## src/rtl/psum_buf_arbiter_if.sv

```systemverilog
// ---------------------------------------------------------------------------
// psum_buf_arbiter_if
//
// Bundles every handshake and scratchpad signal of the partial-sum buffer
// arbiter so the arbiter can be wired with a single port.
//
//   Requester side   : clear/clear_done, wr_*, acc_*, rd_*, acc_ovf, busy
//   Scratchpad side  : mem_en, mem_we, mem_addr, mem_wdata, mem_rdata
//
// Modports
//   slave  : the arbiter itself (takes requests, drives grants and the macro)
//   master : the surroundings, i.e. controller/PE datapath plus the psum
//            scratchpad macro (drives requests and mem_rdata)
// ---------------------------------------------------------------------------
interface psum_buf_arbiter_if #(
    parameter int ADDR_LEN   = 4,
    parameter int DATA_WIDTH = 16
);
    // sequenced clear
    logic                  clear;
    logic                  clear_done;

    // PE write-back
    logic                  wr_req;
    logic [ADDR_LEN-1:0]   wr_addr;
    logic [DATA_WIDTH-1:0] wr_data;
    logic                  wr_gnt;

    // JUST_ADD accumulate (read-modify-write)
    logic                  acc_req;
    logic [ADDR_LEN-1:0]   acc_addr;
    logic [DATA_WIDTH-1:0] acc_data;
    logic                  acc_gnt;

    // output drain read
    logic                  rd_req;
    logic [ADDR_LEN-1:0]   rd_addr;
    logic                  rd_gnt;
    logic [DATA_WIDTH-1:0] rd_data;
    logic                  rd_valid;

    // status
    logic                  acc_ovf;
    logic                  busy;

    // single-port scratchpad macro
    logic                  mem_en;
    logic                  mem_we;
    logic [ADDR_LEN-1:0]   mem_addr;
    logic [DATA_WIDTH-1:0] mem_wdata;
    logic [DATA_WIDTH-1:0] mem_rdata;

    modport slave (
        input  clear,
        output clear_done,
        input  wr_req, wr_addr, wr_data,
        output wr_gnt,
        input  acc_req, acc_addr, acc_data,
        output acc_gnt,
        input  rd_req, rd_addr,
        output rd_gnt, rd_data, rd_valid,
        output acc_ovf, busy,
        output mem_en, mem_we, mem_addr, mem_wdata,
        input  mem_rdata
    );

    modport master (
        output clear,
        input  clear_done,
        output wr_req, wr_addr, wr_data,
        input  wr_gnt,
        output acc_req, acc_addr, acc_data,
        input  acc_gnt,
        output rd_req, rd_addr,
        input  rd_gnt, rd_data, rd_valid,
        input  acc_ovf, busy,
        input  mem_en, mem_we, mem_addr, mem_wdata,
        output mem_rdata
    );
endinterface

```

## src/rtl/psum_buf_arbiter.sv

```systemverilog
// ---------------------------------------------------------------------------
// psum_buf_arbiter
//
// Shares the single-port partial-sum scratchpad between three requesters:
// PE write-back (wr), JUST_ADD accumulate read-modify-write (acc) and the
// output drain (rd), and adds a sequenced clear that zeroes the buffer.
//
// Ports
//   clk  : clock, all state changes on the rising edge
//   rst  : asynchronous, active-high reset
//   bus  : psum_buf_arbiter_if.slave
//            requester handshakes (req/addr/data in, combinational gnt out),
//            rd_data/rd_valid, acc_ovf (sticky), busy, clear/clear_done and
//            the scratchpad macro pins mem_en/mem_we/mem_addr/mem_wdata
//            (out) and mem_rdata (in, valid the cycle after a read).
//
// Timing summary
//   wr  : 1 cycle, written on the granting edge
//   rd  : read issued on grant, rd_valid/rd_data the following cycle
//   acc : read on grant, write-back of (old + addend) in ACC_WB, 2 cycles
//   clr : DEPTH zero writes, clear_done pulses the cycle after the last one
// ---------------------------------------------------------------------------
module psum_buf_arbiter #(
    parameter int ADDR_LEN   = 4,
    parameter int DEPTH      = 16,  // must not exceed 2**ADDR_LEN
    parameter int DATA_WIDTH = 16
) (
    input  logic               clk,
    input  logic               rst,
    psum_buf_arbiter_if.slave  bus
);

    typedef enum logic [1:0] {
        ST_ARB    = 2'd0,
        ST_ACC_WB = 2'd1,
        ST_CLEAR  = 2'd2
    } state_t;

    // Requester identities; the numeric value is also the bit position in
    // req_vec/gnt_vec.
    typedef enum logic [1:0] {
        SRC_WR  = 2'd0,
        SRC_ACC = 2'd1,
        SRC_RD  = 2'd2
    } src_t;

    localparam logic [ADDR_LEN-1:0] LAST_ADDR = ADDR_LEN'(DEPTH - 1);
    localparam int                  MSB       = DATA_WIDTH - 1;

    // ------------------------------------------------------------------
    // State
    // ------------------------------------------------------------------
    state_t                state_reg,      state_next;
    src_t                  rr_last_reg,    rr_last_next;
    logic                  clear_pend_reg, clear_pend_next;
    logic [ADDR_LEN-1:0]   clr_cnt_reg,    clr_cnt_next;
    logic [ADDR_LEN-1:0]   acc_addr_reg,   acc_addr_next;
    logic [DATA_WIDTH-1:0] acc_data_reg,   acc_data_next;
    logic                  acc_ovf_reg,    acc_ovf_next;
    logic                  rd_valid_reg,   rd_valid_next;
    logic                  clear_done_reg, clear_done_next;
    logic [DATA_WIDTH-1:0] rd_data_reg;

    // ------------------------------------------------------------------
    // Round-robin winner selection
    // ------------------------------------------------------------------
    logic [2:0] req_vec;
    logic [2:0] gnt_vec;
    logic       any_req;
    logic       grant_valid;
    src_t       first_src;
    src_t       second_src;
    src_t       win_src;

    // Next requester in the fixed cycle wr -> acc -> rd -> wr.
    function automatic src_t succ(input src_t s);
        case (s)
            SRC_WR:  return SRC_ACC;
            SRC_ACC: return SRC_RD;
            default: return SRC_WR;
        endcase
    endfunction

    assign req_vec = {bus.rd_req, bus.acc_req, bus.wr_req};
    assign any_req = |req_vec;

    // Search starts just after the last winner; the last winner itself is
    // checked last, so it only wins again when nobody else is asking.
    always_comb begin
        first_src  = succ(rr_last_reg);
        second_src = succ(first_src);
        win_src    = rr_last_reg;
        if (req_vec[first_src]) begin
            win_src = first_src;
        end else if (req_vec[second_src]) begin
            win_src = second_src;
        end
    end

    genvar gi;
    generate
        for (gi = 0; gi < 3; gi++) begin : g_gnt
            assign gnt_vec[gi] = grant_valid && (2'(win_src) == 2'(gi));
        end
    endgenerate

    // ------------------------------------------------------------------
    // Accumulate write-back arithmetic (wraps mod 2**DATA_WIDTH)
    // ------------------------------------------------------------------
    logic [DATA_WIDTH-1:0] wb_sum;
    logic                  wb_ovf;

    assign wb_sum = bus.mem_rdata + acc_data_reg;
    // Signed overflow: both operands share a sign the result does not.
    assign wb_ovf = (bus.mem_rdata[MSB] == acc_data_reg[MSB]) &&
                    (wb_sum[MSB] != bus.mem_rdata[MSB]);

    // ------------------------------------------------------------------
    // FSM next-state / scratchpad command
    // ------------------------------------------------------------------
    logic                  mem_en_comb;
    logic                  mem_we_comb;
    logic [ADDR_LEN-1:0]   mem_addr_comb;
    logic [DATA_WIDTH-1:0] mem_wdata_comb;

    always_comb begin
        state_next      = state_reg;
        rr_last_next    = rr_last_reg;
        clear_pend_next = clear_pend_reg;
        clr_cnt_next    = clr_cnt_reg;
        acc_addr_next   = acc_addr_reg;
        acc_data_next   = acc_data_reg;
        acc_ovf_next    = acc_ovf_reg;
        rd_valid_next   = 1'b0;
        clear_done_next = 1'b0;
        grant_valid     = 1'b0;
        mem_en_comb     = 1'b0;
        mem_we_comb     = 1'b0;
        mem_addr_comb   = '0;
        mem_wdata_comb  = '0;

        case (state_reg)
            ST_ARB: begin
                if (clear_pend_reg || bus.clear) begin
                    // Clear beats every requester; this cycle is spent
                    // switching over, so nobody is granted.
                    state_next      = ST_CLEAR;
                    clear_pend_next = 1'b0;
                    clr_cnt_next    = '0;
                    acc_ovf_next    = 1'b0;
                end else if (any_req) begin
                    grant_valid  = 1'b1;
                    rr_last_next = win_src;
                    case (win_src)
                        SRC_WR: begin
                            mem_en_comb    = 1'b1;
                            mem_we_comb    = 1'b1;
                            mem_addr_comb  = bus.wr_addr;
                            mem_wdata_comb = bus.wr_data;
                        end
                        SRC_ACC: begin
                            // Read now, write the sum back next cycle.
                            mem_en_comb   = 1'b1;
                            mem_addr_comb = bus.acc_addr;
                            acc_addr_next = bus.acc_addr;
                            acc_data_next = bus.acc_data;
                            state_next    = ST_ACC_WB;
                        end
                        default: begin
                            mem_en_comb   = 1'b1;
                            mem_addr_comb = bus.rd_addr;
                            rd_valid_next = 1'b1;
                        end
                    endcase
                end
            end

            ST_ACC_WB: begin
                mem_en_comb    = 1'b1;
                mem_we_comb    = 1'b1;
                mem_addr_comb  = acc_addr_reg;
                mem_wdata_comb = wb_sum;
                if (wb_ovf) begin
                    acc_ovf_next = 1'b1;
                end
                // A clear arriving mid-RMW waits until the write-back lands.
                if (bus.clear) begin
                    clear_pend_next = 1'b1;
                end
                state_next = ST_ARB;
            end

            ST_CLEAR: begin
                // Clear pulses here are deliberately dropped: the sweep in
                // progress already zeroes everything.
                mem_en_comb   = 1'b1;
                mem_we_comb   = 1'b1;
                mem_addr_comb = clr_cnt_reg;
                if (clr_cnt_reg == LAST_ADDR) begin
                    clr_cnt_next    = '0;
                    clear_done_next = 1'b1;
                    state_next      = ST_ARB;
                end else begin
                    clr_cnt_next = clr_cnt_reg + ADDR_LEN'(1);
                end
            end

            default: begin
                state_next = ST_ARB;
            end
        endcase
    end

    // ------------------------------------------------------------------
    // State registers
    // ------------------------------------------------------------------
    always_ff @(posedge clk or posedge rst) begin
        if (rst) begin
            state_reg      <= ST_ARB;
            rr_last_reg    <= SRC_RD;   // wr is first in line after reset
            clear_pend_reg <= 1'b0;
            clr_cnt_reg    <= '0;
            acc_addr_reg   <= '0;
            acc_data_reg   <= '0;
            acc_ovf_reg    <= 1'b0;
            rd_valid_reg   <= 1'b0;
            clear_done_reg <= 1'b0;
            rd_data_reg    <= '0;
        end else begin
            state_reg      <= state_next;
            rr_last_reg    <= rr_last_next;
            clear_pend_reg <= clear_pend_next;
            clr_cnt_reg    <= clr_cnt_next;
            acc_addr_reg   <= acc_addr_next;
            acc_data_reg   <= acc_data_next;
            acc_ovf_reg    <= acc_ovf_next;
            rd_valid_reg   <= rd_valid_next;
            clear_done_reg <= clear_done_next;
            // Keep the last drained value on rd_data between reads.
            if (rd_valid_reg) begin
                rd_data_reg <= bus.mem_rdata;
            end
        end
    end

    // ------------------------------------------------------------------
    // Outputs
    // ------------------------------------------------------------------
    // Combinational outputs are forced low while rst is held so a reset
    // mid-RMW/mid-clear silences the macro and grants immediately.
    assign bus.wr_gnt    = !rst && gnt_vec[SRC_WR];
    assign bus.acc_gnt   = !rst && gnt_vec[SRC_ACC];
    assign bus.rd_gnt    = !rst && gnt_vec[SRC_RD];

    assign bus.mem_en    = !rst && mem_en_comb;
    assign bus.mem_we    = !rst && mem_we_comb;
    assign bus.mem_addr  = rst ? '0 : mem_addr_comb;
    assign bus.mem_wdata = rst ? '0 : mem_wdata_comb;

    // The macro returns data one cycle after the read, which is exactly the
    // rd_valid cycle, so pass it straight through then and hold otherwise.
    assign bus.rd_valid   = rd_valid_reg;
    assign bus.rd_data    = rd_valid_reg ? bus.mem_rdata : rd_data_reg;
    assign bus.acc_ovf    = acc_ovf_reg;
    assign bus.clear_done = clear_done_reg;
    assign bus.busy       = (state_reg != ST_ARB);

endmodule

```

## src/flat_wrapper.sv

```systemverilog
// flat-port wrapper written by rule: the top's interface ports become plain ports
module psum_buf_arbiter_flat 
#(
    parameter int ADDR_LEN   = 4,
    parameter int DEPTH      = 16,                                
    parameter int DATA_WIDTH = 16
)
  (clk, rst, bus_clear, bus_clear_done, bus_wr_req, bus_wr_addr, bus_wr_data, bus_wr_gnt, bus_acc_req, bus_acc_addr, bus_acc_data, bus_acc_gnt, bus_rd_req, bus_rd_addr, bus_rd_gnt, bus_rd_data, bus_rd_valid, bus_acc_ovf, bus_busy, bus_mem_en, bus_mem_we, bus_mem_addr, bus_mem_wdata, bus_mem_rdata);
  psum_buf_arbiter_if #(.ADDR_LEN(ADDR_LEN), .DATA_WIDTH(DATA_WIDTH)) bus_i ();
  input  logic clk;
  input  logic rst;
  input wire logic [$bits(bus_i.clear)-1:0] bus_clear;
  output wire logic [$bits(bus_i.clear_done)-1:0] bus_clear_done;
  input wire logic [$bits(bus_i.wr_req)-1:0] bus_wr_req;
  input wire logic [$bits(bus_i.wr_addr)-1:0] bus_wr_addr;
  input wire logic [$bits(bus_i.wr_data)-1:0] bus_wr_data;
  output wire logic [$bits(bus_i.wr_gnt)-1:0] bus_wr_gnt;
  input wire logic [$bits(bus_i.acc_req)-1:0] bus_acc_req;
  input wire logic [$bits(bus_i.acc_addr)-1:0] bus_acc_addr;
  input wire logic [$bits(bus_i.acc_data)-1:0] bus_acc_data;
  output wire logic [$bits(bus_i.acc_gnt)-1:0] bus_acc_gnt;
  input wire logic [$bits(bus_i.rd_req)-1:0] bus_rd_req;
  input wire logic [$bits(bus_i.rd_addr)-1:0] bus_rd_addr;
  output wire logic [$bits(bus_i.rd_gnt)-1:0] bus_rd_gnt;
  output wire logic [$bits(bus_i.rd_data)-1:0] bus_rd_data;
  output wire logic [$bits(bus_i.rd_valid)-1:0] bus_rd_valid;
  output wire logic [$bits(bus_i.acc_ovf)-1:0] bus_acc_ovf;
  output wire logic [$bits(bus_i.busy)-1:0] bus_busy;
  output wire logic [$bits(bus_i.mem_en)-1:0] bus_mem_en;
  output wire logic [$bits(bus_i.mem_we)-1:0] bus_mem_we;
  output wire logic [$bits(bus_i.mem_addr)-1:0] bus_mem_addr;
  output wire logic [$bits(bus_i.mem_wdata)-1:0] bus_mem_wdata;
  input wire logic [$bits(bus_i.mem_rdata)-1:0] bus_mem_rdata;
  assign bus_i.clear = bus_clear;
  assign bus_clear_done = bus_i.clear_done;
  assign bus_i.wr_req = bus_wr_req;
  assign bus_i.wr_addr = bus_wr_addr;
  assign bus_i.wr_data = bus_wr_data;
  assign bus_wr_gnt = bus_i.wr_gnt;
  assign bus_i.acc_req = bus_acc_req;
  assign bus_i.acc_addr = bus_acc_addr;
  assign bus_i.acc_data = bus_acc_data;
  assign bus_acc_gnt = bus_i.acc_gnt;
  assign bus_i.rd_req = bus_rd_req;
  assign bus_i.rd_addr = bus_rd_addr;
  assign bus_rd_gnt = bus_i.rd_gnt;
  assign bus_rd_data = bus_i.rd_data;
  assign bus_rd_valid = bus_i.rd_valid;
  assign bus_acc_ovf = bus_i.acc_ovf;
  assign bus_busy = bus_i.busy;
  assign bus_mem_en = bus_i.mem_en;
  assign bus_mem_we = bus_i.mem_we;
  assign bus_mem_addr = bus_i.mem_addr;
  assign bus_mem_wdata = bus_i.mem_wdata;
  assign bus_i.mem_rdata = bus_mem_rdata;
  psum_buf_arbiter #(.ADDR_LEN(ADDR_LEN), .DEPTH(DEPTH), .DATA_WIDTH(DATA_WIDTH)) u_core (.clk(clk), .rst(rst), .bus(bus_i));
endmodule
```

## config.mk

```make
export PLATFORM = sky130hd
export DESIGN_NAME = psum_buf_arbiter_flat
export DESIGN_NICKNAME = d
export VERILOG_FILES = /design/src/rtl/psum_buf_arbiter_if.sv /design/src/rtl/psum_buf_arbiter.sv /design/src/flat_wrapper.sv
export SDC_FILE = /design/constraint.sdc
export NUM_CORES = 1
export LEC_CHECK = 0
export ABC_AREA = 1
export BUFFER_PORTS_ARGS = -buffer_cell sky130_fd_sc_hd__buf_4
export CORE_ASPECT_RATIO = 0.75
export CORE_MARGIN = 2
export CORE_UTILIZATION = 36
export CTS_BUF_LIST = sky130_fd_sc_hd__clkbuf_8
export DETAILED_ROUTE_END_ITERATION = 8
export GPL_ROUTABILITY_DRIVEN = 0
export PLACE_DENSITY = 0.73
export SETUP_SLACK_MARGIN = 0.4
export SLEW_MARGIN = 0
export SYNTH_ARGS = -nofsm -noshare
export SYNTH_HDL_FRONTEND = slang
export SYNTH_SLANG_ARGS = --single-unit
```

## constraint.sdc

```tcl
create_clock -name clk -period 2.1 [get_ports clk]
set_input_delay 0.42 -clock clk [delete_from_list [all_inputs] [get_ports clk]]
set_output_delay 0.42 -clock clk [all_outputs]
set_load 0.02 [all_outputs]
```

==> impl_metrics.env <==
export IMPL_outcome="finished, violations left"
export IMPL_violations="setup timing"
export IMPL_cts_root_buf="clkbuf_8"
export IMPL_synth_simple_area_share_pct=31.7
export IMPL_synth_top_area_share_pct=34.5
export IMPL_power_w=0.00789
export IMPL_synth_top_family_by_area="simple AND/OR/NAND/NOR gates"
export IMPL_synth_top_area_cell="dfrtp_1"
export IMPL_post_drt_via_cell_ratio=4.94
export IMPL_fin_crit_sh_pct=126
export IMPL_yosysWarnings=0
export IMPL_synth_edf_count=0
export IMPL_antennaDiodeCount=0
export IMPL_io_buffers=110
export IMPL_critical_path_top_delay_family="simple AND/OR/NAND/NOR gates"
export IMPL_fmax_mhz=377
export IMPL_ys_ff_latch=48
export IMPL_post_drt_wl_per_cell_um=15.0
export IMPL_final_util_pct=65.9
export IMPL_path_buf_inv=3
export IMPL_drtPass1Iterations=5
export IMPL_chipWidth_um=116
export IMPL_grt_max_degree=27
export IMPL_cp_end_kind="output port"
export IMPL_leakage_nw=2.96
export IMPL_gr_usage_met3_pct=2.88
export IMPL_instances_no_fill=791
export IMPL_tightest_slew_ns=0.617
export IMPL_wl_um=11800
export IMPL_postRouteAntennaNets=0
export IMPL_final_nets=749
export IMPL_fp_coreArea_mm2=0.00912
export IMPL_ys_seq_area_share_pct=35.3
export IMPL_fin_ws_ns=-0.553
export IMPL_grtUsageMet1_pct=31.6
export IMPL_layout_drive_gt1_share_pct=52.3
export IMPL_hold_viol_final=0
export IMPL_syn_cell_area_mm2=0.00340
export IMPL_r2r_cells=16
export IMPL_rows=30
export IMPL_crit_slowest_cell="dfstp_2"
export IMPL_rsz0062_at_grt="yes"
export IMPL_synthesis_nets=561
export IMPL_track_usage_pct=22.9
export IMPL_clock_sinks=48
export IMPL_crit_chain="inv_4 -> nand3b_1 -> nand3_2 -> nand2_2 -> nand2_2 -> nand2_2 -> nand2_4 -> nor3_4 -> buf_6 -> nand2_4 -> a21oi_4 -> buf_6"
export IMPL_die_height_um=88.2
export IMPL_period_needed_ns=2.65
export IMPL_rr_startpoint="u_core.rr_last_reg[1]"
export IMPL_required_ns=1.68
export IMPL_worstReg2RegEnd="u_core.acc_addr_reg[0]"
export IMPL_postSynthCellCount=474
export IMPL_cts_max_level=2
export IMPL_tritoncts="built"
export IMPL_grt_busiest_layer="met2"
export IMPL_r2r_setup_slack_ns=-0.11
export IMPL_vdd_drop_max_uv=744
export IMPL_critPathArrivalTime_ns=2.23
export IMPL_fin_worst_skew_ns=0.0101
export IMPL_whs_path_depth=3
export IMPL_vias=3906
export IMPL_pwr_density_cell_mw_per_mm2=1310
export IMPL_dieArea_mm2=0.0103
export IMPL_setup_viol=44
export IMPL_dp_slack_ns=-0.397
export IMPL_grt_pass1_wl_um=18500
export IMPL_synthArstFlopShare_pct=100
export IMPL_synth_compound_area_share_pct=10.3
export IMPL_synth_mux_area_share_pct=5.29
export IMPL_initial_core_util_pct=37.3
export IMPL_first_iter_violations=163
export IMPL_synthDistinctLibCells=36
export IMPL_clockBufferDepth=2
export IMPL_critPathKind="flip-flop to output port"
export IMPL_synth_area_leaders="dfrtp_1 (35%), nand2_1 (15%), ha_1 (7.4%)"
export IMPL_dpl_hpwl_um=8530
export IMPL_min_path_type="input port to flip-flop"
export IMPL_cts_inserted_buffers=5
export IMPL_hp_start="bus_acc_data[8]"
export IMPL_io_pins=111
export IMPL_antenna_found_initial=0
export IMPL_slowest_delay_ns=0.61
export IMPL_slew_headroom_pct=58.8
export IMPL_synth_area_per_cell_um2=7.18
export IMPL_met2_usage_pct=39.0
export IMPL_synth_ff_type="dfrtp_1"
export IMPL_first_global_vias=3861
export IMPL_dp_cells=761
export IMPL_clock_latency_ns=0.31
export IMPL_cp_start_kind="flip-flop"
export IMPL_syn_to_final_growth_pct=76.5
export IMPL_drc=0
export IMPL_crit_fanout=7
export IMPL_overflow=0
export IMPL_maxSlewViolCount=0
export IMPL_tns_ns=-13.57
export IMPL_clk_pin_slew_ns=0.10
export IMPL_drv_cap=0
export IMPL_path_common_cell="nand2_2"
export IMPL_synth_xor_area_share_pct=1.03
export IMPL_synth_fa_ha_area_share_pct=7.94
export IMPL_hold_path_endpoint="u_core.acc_data_reg[8]"
[cell families (layout without fill, tap and decap cells)]
group,after synthesis,after routing
buf+inv,71,260
compound gates,65,65
fa+ha+maj,21,21
xor+xnor,4,4
flops,48,48
simple gates,249,249
mux,16,16
[placed cells by master (no fill, tap or decap), types with 3 or more instances in the layout]
master / synthesis / routed
buf_4: 1 / 133
nand2_1: 140 / 114
buf_6: 2 / 52
inv_1: 57 / 47
dfrtp_1: 47 / 46
nor2_1: 57 / 31
nand2_2: 4 / 21
nor2_2: 3 / 20
mux2_4: 0 / 16
a21oi_1: 37 / 15
nand3_1: 22 / 15
a21oi_2: 0 / 14
ha_4: 0 / 14
o21ai_0: 17 / 13
nor2_4: 4 / 13
inv_2: 3 / 10
nand2_4: 1 / 10
a21oi_4: 0 / 8
nand3_2: 1 / 6
nand4_1: 6 / 6
ha_1: 20 / 6
clkbuf_8: 0 / 5
clkinvlp_4: 0 / 4
nand3b_1: 4 / 4
o22ai_1: 4 / 4
buf_12: 0 / 4
nor3_1: 5 / 3
nand3_4: 1 / 3
xnor2_1: 3 / 3
[report_power, final]
group / total (W) / switching, W / internal [W] / leakage (nW)
sequential: 0.00159 / 0.000266 / 0.00132 / 0.601
clock: 0.000695 / 0.000342 / 0.000353 / 0.0541
combinational: 0.00561 / 0.00287 / 0.00273 / 2.31
[final cells by class]
class | count | area [µm²]
clock inverter | 3 | 42.5
tap | 128 | 160
timing repair buffer | 190 | 1680
inverter | 62 | 251
multi-input combinational | 355 | 2600
fill | 738 | 3110
sequential | 48 | 1200
clock buffer | 5 | 68.8
[Yosys cell counts, drive strengths merged (5+ instances only)]
| master | number |
|---|---|
| clkbuf | 5 |
| nand4 | 6 |
| nand3 | 24 |
| o21ai | 18 |
| inv | 60 |
| nor2 | 64 |
| nor3 | 6 |
| dfrtp | 47 |
| nand2 | 145 |
| a21oi | 37 |
| mux2 | 16 |
| ha | 20 |
[per-layer routing]
| layer | vias up | share of wire (%) | routed length, µm |
|---|---|---|---|
| met5 | - | 0 | 0 |
| met4 | 0 | 1.1 | 134 |
| met3 | 10 | 5.8 | 686 |
| met2 | 134 | 48 | 5740 |
| met1 | 1870 | 45 | 5280 |
| li1 | 1892 | - | - |
[stage by stage]
stage                     hold slack (ns)  cell area (µm²)
final                               0.299             6010
after global routing                0.294             6010
after CTS                           0.300             5790
after detailed placement            0.462             5210
after global placement              0.458             5210
after floorplan                     0.442             3830
[repair_timing]
action | in CTS | in global routing
hold endpoints to repair | 0 | 0
endpoints found under the setup margin | 65 | 66
hold buffers | 0 | 0
setup buffers | 14 | 8
resized for setup | 99 | 47
pin swaps | 29 | 29
[worst register-to-register path: cells and delay by family (launching register included)]
kind                   cells  cell delay [ns]
DFF                        1             0.61
AOI/OAI and AO/OA          1             0.07
and+or+nand+nor            7             0.63
buffers and inverters      8             0.80
[worst max path at each step]
| stage | start | to | depth (start not counted) |
|---|---|---|---|
| after floorplan | bus_mem_rdata[0] | bus_mem_wdata[8] | 10 |
| after global placement | bus_mem_rdata[0] | bus_mem_wdata[8] | 12 |
| after detailed placement | bus_mem_rdata[0] | bus_mem_wdata[8] | 12 |
| after CTS | u_core.rr_last_reg[1] | bus_mem_wdata[6] | 12 |
| after global routing | u_core.rr_last_reg[1] | bus_mem_wdata[8] | 12 |
| final | u_core.rr_last_reg[1] | bus_mem_wdata[8] | 12 |
(Power assumes the default switching activity.)
